[config.mk]
export PLATFORM = sky130hd
export DESIGN_NAME = serial_nibble_adder
export DESIGN_NICKNAME = d
export VERILOG_FILES = /design/src/rtl/serial_nibble_adder.sv
export SDC_FILE = /design/constraint.sdc
export NUM_CORES = 1
export LEC_CHECK = 0
export CAP_MARGIN = 40
export CORE_ASPECT_RATIO = 1.1
export CORE_MARGIN = 5
export CORE_UTILIZATION = 45
export DETAILED_ROUTE_END_ITERATION = 8
export HOLD_SLACK_MARGIN = 0.06
export PLACE_DENSITY = 0.78
export SYNTH_ARGS = -nofsm -noshare
export SYNTH_HDL_FRONTEND = slang
export SYNTH_SLANG_ARGS = --single-unit
[constraint.sdc]
create_clock -name clk -period 2.4 [get_ports clk]
set_clock_uncertainty 0.05 [all_clocks]
set_input_delay 0.48 -clock clk [delete_from_list [all_inputs] [get_ports clk]]
set_output_delay 0.48 -clock clk [all_outputs]
set_load 0.05 [all_outputs]
[src/rtl/serial_nibble_adder.sv]
// serial_nibble_adder: a WIDTH-bit adder built from a single 4-bit adder.
// One nibble is added per clock, least significant nibble first, and the
// carry is held in a register between nibbles. Both operands and the result
// use valid/ready handshakes.
// Optional feature: define SERIAL_ADDER_OVF_FLAG_EN to add the signed-overflow
// output 'ovf'.

module adder4 (
  input  logic [3:0] a,
  input  logic [3:0] b,
  input  logic       cin,
  output logic [3:0] sum,
  output logic       cout
);

  assign {cout, sum} = 5'(a) + 5'(b) + 5'(cin);

endmodule

module serial_nibble_adder #(
  parameter  int NIBBLES = 4,
  localparam int WIDTH   = 4 * NIBBLES
) (
  input  logic             clk,
  input  logic             rst_n,
  input  logic             in_valid,
  output logic             in_ready,
  input  logic [WIDTH-1:0] a,
  input  logic [WIDTH-1:0] b,
  input  logic             cin,
  output logic             out_valid,
  input  logic             out_ready,
  output logic [WIDTH-1:0] sum,
  output logic             cout
`ifdef SERIAL_ADDER_OVF_FLAG_EN
  ,
  output logic             ovf
`endif
);

  // The slice counter is one bit wide when NIBBLES=1, so it never has zero width.
  localparam int              CNT_W    = (NIBBLES > 1) ? $clog2(NIBBLES) : 1;
  localparam logic [CNT_W-1:0] LAST_CNT = CNT_W'(NIBBLES - 1);

  typedef enum logic [1:0] {
    IDLE,
    RUN,
    DONE
  } state_t;

  state_t           state;
  logic [WIDTH-1:0] a_q;
  logic [WIDTH-1:0] b_q;
  logic             carry_q;
  logic [CNT_W-1:0] cnt;

  logic [3:0]       nib_a;
  logic [3:0]       nib_b;
  logic [3:0]       nib_sum;
  logic             nib_cout;

  // The latched operands feed the adder one nibble at a time. The input ports
  // are not used here, so changes on them during RUN have no effect.
  assign nib_a = a_q[4*cnt +: 4];
  assign nib_b = b_q[4*cnt +: 4];

  adder4 u_adder4 (
    .a    (nib_a),
    .b    (nib_b),
    .cin  (carry_q),
    .sum  (nib_sum),
    .cout (nib_cout)
  );

  // in_ready decodes the state register directly. It is high in IDLE and
  // during reset, and it is not high in the cycle of the result handshake.
  assign in_ready = (state == IDLE);

`ifdef SERIAL_ADDER_OVF_FLAG_EN
  // The carry into the MSB can be recovered from the top nibble's bit 3:
  // carry_in = a ^ b ^ sum at that bit.
  logic msb_carry_in;
  assign msb_carry_in = nib_a[3] ^ nib_b[3] ^ nib_sum[3];
`endif

  // Control FSM and datapath registers. Async reset aborts any operation in progress.
  // NOTE: sequential state uses non-blocking (<=) assignments only. Every
  // register then samples values from before the edge, which avoids races
  // between always blocks that share the same clock.
  always_ff @(posedge clk or negedge rst_n) begin
    if (!rst_n) begin
      state     <= IDLE;
      a_q       <= '0;
      b_q       <= '0;
      carry_q   <= 1'b0;
      cnt       <= '0;
      out_valid <= 1'b0;
      sum       <= '0;
      cout      <= 1'b0;
`ifdef SERIAL_ADDER_OVF_FLAG_EN
      ovf       <= 1'b0;
`endif
    end else begin
      case (state)
        IDLE: begin
          if (in_valid) begin
            a_q     <= a;
            b_q     <= b;
            carry_q <= cin;
            cnt     <= '0;
            state   <= RUN;
          end
        end
        RUN: begin
          sum[4*cnt +: 4] <= nib_sum;
          carry_q         <= nib_cout;
          if (cnt == LAST_CNT) begin
            cnt       <= '0;
            cout      <= nib_cout;
            out_valid <= 1'b1;
            state     <= DONE;
`ifdef SERIAL_ADDER_OVF_FLAG_EN
            ovf       <= msb_carry_in ^ nib_cout;
`endif
          end else begin
            cnt <= cnt + 1'b1;
          end
        end
        DONE: begin
          if (out_ready) begin
            out_valid <= 1'b0;
            state     <= IDLE;
          end
        end
        default: begin
          out_valid <= 1'b0;
          state     <= IDLE;
        end
      endcase
    end
  end

endmodule

==> metrics.log <==
INFO  metric result_of_the_run = finished, final reports clean
INFO  metric drc_errors = 0
INFO  metric setup_viol = 0
INFO  metric max-vdd-ir-drop = 0.851 mV
INFO  metric gp_routability_congestion = 0.792
INFO  metric cp_top_family = compound AO/OA/AOI/OAI gates
INFO  metric grt_antenna_before_repair = 0
INFO  metric path_clk_slew = 0.10 ns
INFO  metric global_route_wire_length_before_repair = 8.48 mm
INFO  metric worst-slew-pin-transition = 0.631 ns
INFO  metric static-leakage-power = 1.43 nW
INFO  metric critical-path-max-stage-delay = 0.53 ns
INFO  metric crit_cells = 7
INFO  metric timing.hold.worst.class = input port to asynchronous set/reset pin
INFO  metric placed_cell_area = 3210 µm²
INFO  metric cts.path.max_buffers = 2
INFO  metric synthesis.instances = 182
INFO  metric maximum_net_fanout_on_the_critical_path = 4
INFO  metric post-dp-hpwl = 3.87 mm
INFO  metric relSlewSlack = 0.579
INFO  metric area_growth_syn_to_layout = 33.2%
INFO  metric synth_fp_nets = 230
INFO  metric reg2reg_setup_slack = 0.10 ns
INFO  metric timing.critical_path.buf_inv = 1
INFO  metric postRouteWirelength = 5.07 mm
INFO  metric post_route_hold_slack = 0.130 ns
INFO  metric power_per_cell_area = 1580 nW/µm²
INFO  metric ant_nets = 0
INFO  metric die_area = 7190 µm²
INFO  metric io_pins = 56
INFO  metric finish.instance_area = 3360 µm²
INFO  metric r2r_end = sum[15]
INFO  metric layout.area.seq = 1380 µm²
INFO  metric synth_warnings = 0
INFO  metric detailedRoute.firstIterationViolations = 49
INFO  metric fraction_of_layout_instances_using_a_drive_strength_above_1 = 0.278
INFO  metric nFillCells = 453
INFO  metric async_flop_share = 1.00
INFO  metric start_to_end_type_of_the_worst_setup_path = flop to flop
INFO  metric worst_ep_required_time = 2.55 ns
INFO  metric yosys_most_used_dff = dfrtp_1
INFO  metric worst_path_max_delay_cell = mux4_2
INFO  metric synthDistinctLibCells = 32
INFO  metric cell_count_final_fillers_out = 323
INFO  metric core_area = 5400 µm²
INFO  metric final.period_utilization = 0.957
INFO  metric crit-reg2reg-launch = cnt[0]
INFO  metric die_height = 88.5 µm
INFO  metric place.detailed.instances = 314
INFO  metric cts.sinks = 55
INFO  metric hold_violations = 0
INFO  metric num_antenna_cells = 0
INFO  metric cts_hold_buf = 0
INFO  metric synth_edf_count = 0
INFO  metric track_usage = 0.155
INFO  metric firstDrtPassIters = 4
INFO  metric grt_max_degree = 37
INFO  metric timing_max_transition_violations_final = 0
INFO  metric cap_violations = 0
INFO  metric p_total = 5.30 mW
INFO  metric post_synth.cell_area_avg = 13.8 µm²
INFO  metric wl_per_cell = 15.7 µm
INFO  metric final_cell_mix = 54 x dfrtp_1, 54 x clkdlybuf4s50_1, 32 x mux2_2
INFO  metric num-nets-final = 295
INFO  metric synth.ff_latch_count = 55
INFO  metric vias_in_the_first_global_route = 1,738
INFO  metric multiInputGateArea = 1090 µm²
INFO  metric post_drt_via_cell_ratio = 5.15
INFO  metric initial_utilization = 0.467
INFO  metric clk_root_buffer_cell = clkbuf_8
INFO  metric h-tree-depth = 2
INFO  metric cp-start-kind = flop
INFO  metric vias = 1,664
INFO  metric grt_overflow = 0
INFO  metric timing.fmax = 0.435 GHz
INFO  metric buffers_on_ports = 55
INFO  metric chipWidth = 81.3 µm
INFO  metric floorplan.rows = 28
INFO  metric cts_made_buffers = 5
INFO  metric worst_skew_pair.late_latency = 0.30 ns
INFO  metric timing.reg2reg.worst_path_depth = 7
INFO  metric tritoncts = yes
INFO  metric critical_path.cell_chain = mux4_2, fa_2, buf_4, a21o_1, a21oi_2, xnor2_2, a22o_1
INFO  metric period_needed = 2.30 ns
INFO  metric worstPathArrival = 2.45 ns
INFO  metric worst_setup_end_kind = flop
INFO  metric synth_sequential_area_ratio = 0.546
INFO  metric netlist_area = 2520 µm²
## report_power, final
part | switching [mW] | total, mW | leakage, nW | internal [mW]
Combinational | 1.60 | 3.05 | 0.688 | 1.45
Sequential | 0.272 | 1.61 | 0.678 | 1.34
Clock | 0.298 | 0.642 | 0.0618 | 0.343
Total | 2.17 | 5.30 | 1.43 | 3.13
## per-layer routing
layer	routed length [µm]	share of wire	up-vias	track usage
li1	-	-	794	-
met1	2170	0.43	811	0.199
met2	2510	0.50	52	0.263
met3	342	0.067	7	0.0397
met4	46	0.0091	0	0.0369
met5	0	0	-	0
## synthesized netlist by cell type, types with 4 or more instances
cell	n	share of area
o21ai_0	6	0.012
a22o_1	9	0.031
dfrtp_1	55	0.55
nor2_1	5	0.0075
inv_1	7	0.010
mux2_2	32	0.14
nand2_1	14	0.021
a21oi_1	4	0.0079
ha_1	9	0.045
mux4_2	8	0.072
buf_4	4	0.012
o31ai_1	6	0.018
## repair_timing
action,4_1_cts,5_1_grt
setup buffers,1,1
cloned,0,0
pin swaps,0,7
setup endpoints to repair,3,10
resized for setup,5,3
## through the flow
stage          utilization  worst slack, ns  setup TNS [ns]
6_report             0.622            0.102               0
5_1_grt              0.622         -0.00479        -0.00479
4_1_cts              0.622          0.00827               0
3_5_place_dp         0.594          -0.0554         -0.0799
3_3_place_gp         0.594           0.0229               0
2_1_floorplan            -          0.00153               0
## worst max path at each step
stage	from	end	slack (ns)
after floorplan	cnt[0]	sum[9]	0.002
final	cnt[0]	sum[15]	0.10
after CTS	cnt[0]	sum[15]	0.008
after global routing	cnt[0]	sum[1]	-0.005
after detailed placement	cnt[0]	carry_q	-0.06
after global placement	cnt[0]	cout	0.02
## worst reg2reg max path, delay by kind of cell (launching register included)
kind                     cells  cell delay, ns
AO/OA/AOI/OAI                3            0.54
XOR/XNOR                     1            0.13
buffers and inverters        1            0.14
flip-flops                   1            0.42
multiplexers                 1            0.53
adder cells (fa/ha/maj)      1            0.39
## cell type report
cell class,count,share of cell area
clock buffer,6,0.0246
clock inverter,2,0.0116
inverter,7,0.00783
multi-input combinational,113,0.325
sequential,55,0.411
tap,75,0.0280
timing repair buffer,65,0.192
## registers in the layout, summed over array words and instances (netlist names)
name	count
cnt	2
carry_q	1
a_q	16
sum	16
cout	1
b_q	16
state	2
out_valid	1
## cell families after synthesis
kind of cell	Yosys count	synth area share
muxes	40	0.215
xor gates and xnor gates	2	0.00696
adders and majority gates	11	0.0606
and+or+nand+nor	30	0.0576
AOI/OAI and AO/OA	30	0.0835
DFF	55	0.546
buffers and inverters	14	0.0303
Note: power is estimated with default switching activity, not from simulation.
